## src/rtl/seg7_pkg.sv

```systemverilog
// seg7_pkg: shared constants for the multiplexed 7-segment capture block.
//   - Lit-segment patterns {a,b,c,d,e,f,g} (bit 6 = a) for digits 0..9.
//   - Digit slot indices as carried on the digit enables.
//   - Frame-assembly state encoding.
package seg7_pkg;

  localparam logic [6:0] SEG_0 = 7'b1111110;
  localparam logic [6:0] SEG_1 = 7'b0110000;
  localparam logic [6:0] SEG_2 = 7'b1101101;
  localparam logic [6:0] SEG_3 = 7'b1111001;
  localparam logic [6:0] SEG_4 = 7'b0110011;
  localparam logic [6:0] SEG_5 = 7'b1011011;
  localparam logic [6:0] SEG_6 = 7'b1011111;
  localparam logic [6:0] SEG_7 = 7'b1110000;
  localparam logic [6:0] SEG_8 = 7'b1111111;
  localparam logic [6:0] SEG_9 = 7'b1111011;

  localparam int unsigned SEC_ONES = 0;
  localparam int unsigned SEC_TENS = 1;
  localparam int unsigned MIN_ONES = 2;
  localparam int unsigned MIN_TENS = 3;

  typedef enum logic [1:0] {
    IDLE,
    EXPECT1,
    EXPECT2,
    EXPECT3
  } frame_state_t;

endpackage

```

## src/rtl/seg7_decode.sv

```systemverilog
// seg7_decode: combinational 7-segment to BCD decoder.
//   i_seg   : lit pattern {a..g}, 1 = segment lit
//   o_bcd   : decoded digit (0 when undecodable)
//   o_valid : 1 when i_seg is one of the ten digit patterns
module seg7_decode
  import seg7_pkg::*;
(
  input  logic [6:0] i_seg,
  output logic [3:0] o_bcd,
  output logic       o_valid
);

  always_comb begin
    o_bcd   = '0;
    o_valid = 1'b1;
    case (i_seg)
      SEG_0:   o_bcd = 4'd0;
      SEG_1:   o_bcd = 4'd1;
      SEG_2:   o_bcd = 4'd2;
      SEG_3:   o_bcd = 4'd3;
      SEG_4:   o_bcd = 4'd4;
      SEG_5:   o_bcd = 4'd5;
      SEG_6:   o_bcd = 4'd6;
      SEG_7:   o_bcd = 4'd7;
      SEG_8:   o_bcd = 4'd8;
      SEG_9:   o_bcd = 4'd9;
      default: o_valid = 1'b0;
    endcase
  end

endmodule

```

## src/rtl/seg7_capture.sv

```systemverilog
// seg7_capture: samples a multiplexed 4-digit MM:SS 7-segment display,
// de-glitches it and publishes a coherent time once slots 0..3 were
// captured in order.
//   clk, rst_n        : clock, async active-low reset
//   seven_seg, digit_en : raw display lines (async to clk, polarity per CC)
//   err_clr           : synchronous clear of sticky error flags
//   sec_ones..min_tens: published BCD time
//   frame_valid       : one-cycle pulse on publish
//   digit_valid       : slots captured in the current frame
//   seg_err, en_err   : sticky undecodable-pattern / multi-enable flags
//   range_err         : sticky out-of-range publish flag; built only when
//                       SEG7_CAPTURE_RANGE_CHECK_EN is defined, else 0
module seg7_capture
  import seg7_pkg::*;
#(
  parameter bit          CC            = 1'b1,
  parameter int unsigned STABLE_CYCLES = 4
) (
  input  logic       clk,
  input  logic       rst_n,
  input  logic [6:0] seven_seg,
  input  logic [3:0] digit_en,
  input  logic       err_clr,
  output logic [3:0] sec_ones,
  output logic [3:0] sec_tens,
  output logic [3:0] min_ones,
  output logic [3:0] min_tens,
  output logic       frame_valid,
  output logic [3:0] digit_valid,
  output logic       seg_err,
  output logic       en_err,
  output logic       range_err
);

  localparam logic [6:0] SEG_INACTIVE = CC ? 7'h00 : 7'h7F;
  localparam logic [3:0] EN_INACTIVE  = CC ? 4'hF : 4'h0;
  localparam logic [7:0] CAP_COUNT    = 8'(STABLE_CYCLES - 1);

  logic [6:0]       r_seg_s1, r_seg_s2, r_prev_seg, w_seg_lit;
  logic [3:0]       r_en_s1, r_en_s2, r_prev_en, w_en_act;
  logic [7:0]       r_cnt, w_cnt_nxt;
  logic [1:0]       w_slot;
  logic [3:0]       w_bcd, w_dv_nxt;
  logic [2:0][3:0]  r_shadow;
  logic             w_dec_ok, w_capture, w_multi, w_in_order, w_publish;
  frame_state_t     r_state, w_state_nxt;

  always_ff @(posedge clk or negedge rst_n) begin
    if (!rst_n) begin
      r_seg_s1 <= SEG_INACTIVE;
      r_seg_s2 <= SEG_INACTIVE;
      r_en_s1  <= EN_INACTIVE;
      r_en_s2  <= EN_INACTIVE;
    end else begin
      r_seg_s1 <= seven_seg;
      r_seg_s2 <= r_seg_s1;
      r_en_s1  <= digit_en;
      r_en_s2  <= r_en_s1;
    end
  end

  assign w_seg_lit = CC ? r_seg_s2 : ~r_seg_s2;
  assign w_en_act  = CC ? ~r_en_s2 : r_en_s2;
  assign w_multi   = !$onehot0(w_en_act);

  // Count is the number of repeats of the current sample; the capture fires
  // only when it passes exactly CAP_COUNT, so a long dwell captures once.
  always_comb begin
    if ({w_en_act, w_seg_lit} != {r_prev_en, r_prev_seg}) w_cnt_nxt = '0;
    else if (r_cnt == 8'hFF)                                w_cnt_nxt = r_cnt;
    else                                                    w_cnt_nxt = r_cnt + 8'd1;
  end

  assign w_capture = $onehot(w_en_act) && (w_cnt_nxt == CAP_COUNT);

  always_ff @(posedge clk or negedge rst_n) begin
    if (!rst_n) begin
      r_prev_seg <= '0;
      r_prev_en  <= '0;
      r_cnt      <= '0;
    end else begin
      r_prev_seg <= w_seg_lit;
      r_prev_en  <= w_en_act;
      r_cnt      <= w_cnt_nxt;
    end
  end

  always_comb begin
    w_slot = '0;
    for (int unsigned i = 0; i < 4; i++)
      if (w_en_act[i]) w_slot = 2'(i);
  end

  seg7_decode u_decode (
    .i_seg   (w_seg_lit),
    .o_bcd   (w_bcd),
    .o_valid (w_dec_ok)
  );

  assign w_in_order = ((r_state == EXPECT1) && (w_slot == 2'(SEC_TENS))) ||
                      ((r_state == EXPECT2) && (w_slot == 2'(MIN_ONES))) ||
                      ((r_state == EXPECT3) && (w_slot == 2'(MIN_TENS)));

  always_ff @(posedge clk or negedge rst_n) begin
    if (!rst_n) r_state <= IDLE;
    else        r_state <= w_state_nxt;
  end

  always_comb begin
    w_state_nxt = r_state;
    if (w_capture) begin
      if (!w_dec_ok)                        w_state_nxt = IDLE;
      else if (w_slot == 2'(SEC_ONES))      w_state_nxt = EXPECT1;
      else if (!w_in_order)                 w_state_nxt = IDLE;
      else begin
        case (r_state)
          EXPECT1: w_state_nxt = EXPECT2;
          EXPECT2: w_state_nxt = EXPECT3;
          default: w_state_nxt = IDLE;
        endcase
      end
    end
  end

  always_comb begin
    w_publish = w_capture && w_dec_ok && (r_state == EXPECT3) &&
                (w_slot == 2'(MIN_TENS));
    w_dv_nxt  = digit_valid;
    if (w_capture) begin
      if (!w_dec_ok)                   w_dv_nxt = '0;
      else if (w_slot == 2'(SEC_ONES)) w_dv_nxt = 4'b0001;
      else if (w_in_order)             w_dv_nxt = digit_valid | (4'b0001 << w_slot);
      else                             w_dv_nxt = '0;
    end
  end

  always_ff @(posedge clk or negedge rst_n) begin
    if (!rst_n) begin
      r_shadow    <= '0;
      sec_ones    <= '0;
      sec_tens    <= '0;
      min_ones    <= '0;
      min_tens    <= '0;
      frame_valid <= 1'b0;
      digit_valid <= '0;
      seg_err     <= 1'b0;
      en_err      <= 1'b0;
    end else begin
      frame_valid <= w_publish;
      digit_valid <= w_dv_nxt;
      if (w_capture && w_dec_ok && (w_slot != 2'(MIN_TENS)))
        r_shadow[w_slot] <= w_bcd;
      if (w_publish) begin
        sec_ones <= r_shadow[SEC_ONES];
        sec_tens <= r_shadow[SEC_TENS];
        min_ones <= r_shadow[MIN_ONES];
        min_tens <= w_bcd;
      end
      if (w_capture && !w_dec_ok) seg_err <= 1'b1;
      else if (err_clr)           seg_err <= 1'b0;
      if (w_multi)                en_err  <= 1'b1;
      else if (err_clr)           en_err  <= 1'b0;
    end
  end

`ifdef SEG7_CAPTURE_RANGE_CHECK_EN
  logic w_range_bad;
  assign w_range_bad = w_publish && ((w_bcd > 4'd5) ||
                                     (r_shadow[MIN_ONES] > 4'd9) ||
                                     (r_shadow[SEC_TENS] > 4'd5) ||
                                     (r_shadow[SEC_ONES] > 4'd9));

  always_ff @(posedge clk or negedge rst_n) begin
    if (!rst_n)           range_err <= 1'b0;
    else if (w_range_bad) range_err <= 1'b1;
    else if (err_clr)     range_err <= 1'b0;
  end
`else
  assign range_err = 1'b0;
`endif

endmodule

```

## config.mk

```make
export PLATFORM = sky130hd
export DESIGN_NAME = seg7_capture
export DESIGN_NICKNAME = d
export VERILOG_FILES = /design/src/rtl/seg7_pkg.sv /design/src/rtl/seg7_decode.sv /design/src/rtl/seg7_capture.sv
export SDC_FILE = /design/constraint.sdc
export NUM_CORES = 1
export LEC_CHECK = 0
export CORE_AREA = 5 5 93 95
export DETAILED_ROUTE_END_ITERATION = 8
export DIE_AREA = 0 0 98 100
export DONT_BUFFER_PORTS = 1
export GPL_TIMING_DRIVEN = 0
export PLACE_DENSITY = 0.57
export SKIP_CTS_REPAIR_TIMING = 1
export SYNTH_ARGS = -nofsm -noshare
export SYNTH_HDL_FRONTEND = slang
export SYNTH_SLANG_ARGS = --single-unit
export TNS_END_PERCENT = 5
```

## constraint.sdc

```tcl
create_clock -name clk -period 3 [get_ports clk]
set_clock_uncertainty 0.1 [all_clocks]
set_input_delay 0.3 -clock clk [delete_from_list [all_inputs] [get_ports clk]]
set_output_delay 0.3 -clock clk [all_outputs]
set_load 0.01 [all_outputs]
```

==> flow_metrics.py <==
metrics = {
    "timing": {
        "finalSetupViolations": 0,
        "rsz0062_at_grt": "yes",
        "fin_crit_sh_pct": 98.18,
        "hold_viol": 0,
        "slew_viol_final": 0,
        "max_freq_ghz": 0.3395,
        "holdWs_ns": 0.2527,
        "worst_slack_ns": 0.05447,
        "timing.final.crit_period_ns": 2.946,
        "relSlewSlack_pct": 49.58,
        "tightest_slew_ns": 0.7564,
    },
    "routing": {
        "viasPerCell": 5.026,
        "drc_errors": 0,
        "vias": 2091,
        "drtIter0Drc": 94,
        "drt_first_pass_iters": 6,
        "ant_nets": 0,
        "drt-total-wl_mm": 6.377,
        "wl_per_cell_um": 15.33,
    },
    "setup_path": {
        "crit_start": "r_en_s2[3]",
        "max_stage_delay_ns": 0.58,
        "critical_path.max_fanout": 6,
        "cp-start-kind": "register",
        "r2r_slack_ns": 0.05,
        "cp.arrival_ns": 3.07,
        "crit_family": "adder cells",
        "path_class": "reg2reg",
        "crit_buf_inv": 3,
        "crit_required_ns": 3.13,
        "crit_path_top_delay_cell": "dfstp_2",
        "timing.rr.start": "r_en_s2[3]",
        "timing.critical_path.mode_cell": "nor3_4",
        "crit_chain": "fa_1, inv_1, ha_2, inv_2, ha_4, nor3_4, nand4b_4, nor3_4, buf_6, mux2_4",
        "end_kind": "register",
    },
    "logic_synthesis": {
        "yosysSeqAreaShare_pct": 58.49,
        "muxShareOfSynthArea_pct": 10.85,
        "synth_compound_area_share_pct": 7.460,
        "synth-seq-cells": 78,
        "synth_cell_type_count": 49,
        "synthXorXnorAreaFrac_pct": 2.872,
        "synth_top_family_by_area": "simple AND/OR/NAND/NOR gates",
        "synth_warnings": 0,
        "syn_area_per_cell_um2": 12.52,
        "syn-instance-count": 268,
        "synth-main-ff-cell": "dfrtp_1",
        "postSynth.asyncResetShare_pct": 100.0,
        "syn_nets": 290,
        "syn_area_um2": 3354,
        "synth_edf_count": 0,
        "yosys.area_share.simple_pct": 13.13,
        "synthAdderAreaFrac_pct": 3.208,
    },
    "clocking": {
        "cts.htree.levels": 3,
        "cts_buffer_depth": 2,
        "clk-insertion-delay-late_ns": 0.34,
        "cts_root_buffer": "clkbuf_8",
        "cts_buffers": 9,
        "cts_sinks": 78,
        "cts_tree": "yes",
        "clk_pin_slew_ns": 0.08,
    },
    "placed_design": {
        "dp_hpwl_mm": 4.053,
        "place_congestion": 0.8237,
        "place_ws_ns": -0.3162,
        "place_inst": 370,
        "io_buffers": 0,
    },
    "finish": {
        "layout_commonest_cell": "dfrtp_1",
        "fill_cells": 618,
        "drive_gt1_share_pct": 28.98,
        "area_growth_pct": 23.46,
        "final_cell_count_no_fill": 416,
        "num-nets-final": 331,
        "layout_common_cells": "70 x dfrtp_1, 24 x mux2_4, 22 x nand2_1, 16 x inv_1, 14 x nor2_1",
        "finish.utilization_pct": 54.16,
        "diodes": 0,
    },
    "hold_path": {
        "hp-start": "r_seg_s1[2]",
        "hp-class": "reg2reg",
    },
    "die": {
        "coreArea_um2": 7647,
        "dieHeight_um": 100,
        "pin_count": 38,
        "initial_utilization_pct": 43.86,
        "fp.dieArea_um2": 9800,
        "die_w_um": 98,
        "core.rowCount": 32,
    },
    "power_and_ir_drop": {
        "ir_drop_mv": 0.3461,
        "p_leak_nw": 1.947,
        "powerDensity_nw_per_um2": 484.4,
    },
    "global_route": {
        "grt_pass1_vias": 1969,
        "antenna_found_initial": 0,
        "grt_usage_pct": 12.76,
        "grt_pass1_wl_mm": 9.922,
        "grt-ovfl-total": 0,
        "grt_max_degree": 79,
    },
    "flow_run": {
        "cap_violations": 0,
    },
    "status": {
        "status": "completed",
    },
}
## cells in the mapped netlist, drive strengths merged (7+ instances only)
library cell,instances,area share (%)
dfstp,8,6.3
xnor2,7,1.8
nand2,22,2.5
o21ai,7,1.0
nor2,14,1.6
dfrtp,70,52
inv,17,1.9
nor3,16,3.0
mux2,29,11
ha,7,2.6
nand3,8,1.2
## stage by stage
step / power [mW] / instance area (µm²) / setup TNS [ns]
after CTS: 1.984 / 3694 / -5.794
after global routing: 2.111 / 4141 / -0.7892
after global placement: 1.179 / 3487 / -4.575
after detailed placement: 1.181 / 3487 / -5.760
after floorplan: 1.164 / 3359 / 0
final: 2.006 / 4141 / 0
## layer usage
metal / wire [µm] / track usage (%) / vias up
li1: - / - / 1018
met1: 2944 / 17.03 / 1025
met2: 3089 / 19.21 / 41
met3: 266 / 4.448 / 7
met4: 76 / 4.899 / 0
met5: 0 / 0 / -
## cell type report
type                       count  area, µm²  area share (%)
multi-input combinational    162       1395           33.69
buffer                        12      66.31           1.601
timing repair buffer          29      320.3           7.734
sequential                    78       1962           47.37
tap                          102      127.6           3.082
clock buffer                  10      137.6           3.323
clock inverter                 6      68.82           1.662
inverter                      17      63.81           1.541
## worst paths after layout
path | to | cells past startpoint
setup / recovery | min_tens[1] | 10
hold reg to reg | r_seg_s2[2] | 0
min in group asynchronous | r_seg_s2[6] | 2
setup reg to reg | min_tens[1] | 10
hold / removal | r_seg_s2[2] | 0
max in group asynchronous | r_en_s2[1] | 2
## registers in the layout (all words and copies together), names as in the netlist
register / cells
r_shadow: 12
frame_valid: 1
min_tens: 4
r_state: 2
r_prev_seg: 7
r_prev_en: 4
r_en_s1: 4
r_en_s2: 4
sec_ones: 4
seg_err: 1
min_ones: 4
r_seg_s1: 7
digit_valid: 4
en_err: 1
sec_tens: 4
r_seg_s2: 7
r_cnt: 8
## kinds of logic after synthesis
kind of cell    Yosys count
flops                    78
mux                      29
compound gates           33
simple gates             79
other cells               1
fa+ha+maj                 8
xor+xnor                 11
buf+inv                  29
## where the power goes
group          total (mW)  switching [mW]  internal, mW
Combinational       0.118          0.0687        0.0489
Sequential           1.09          0.0151          1.08
Clock               0.795           0.382         0.413
Total                2.01           0.466          1.54
Power figures use the tool's default switching activity.
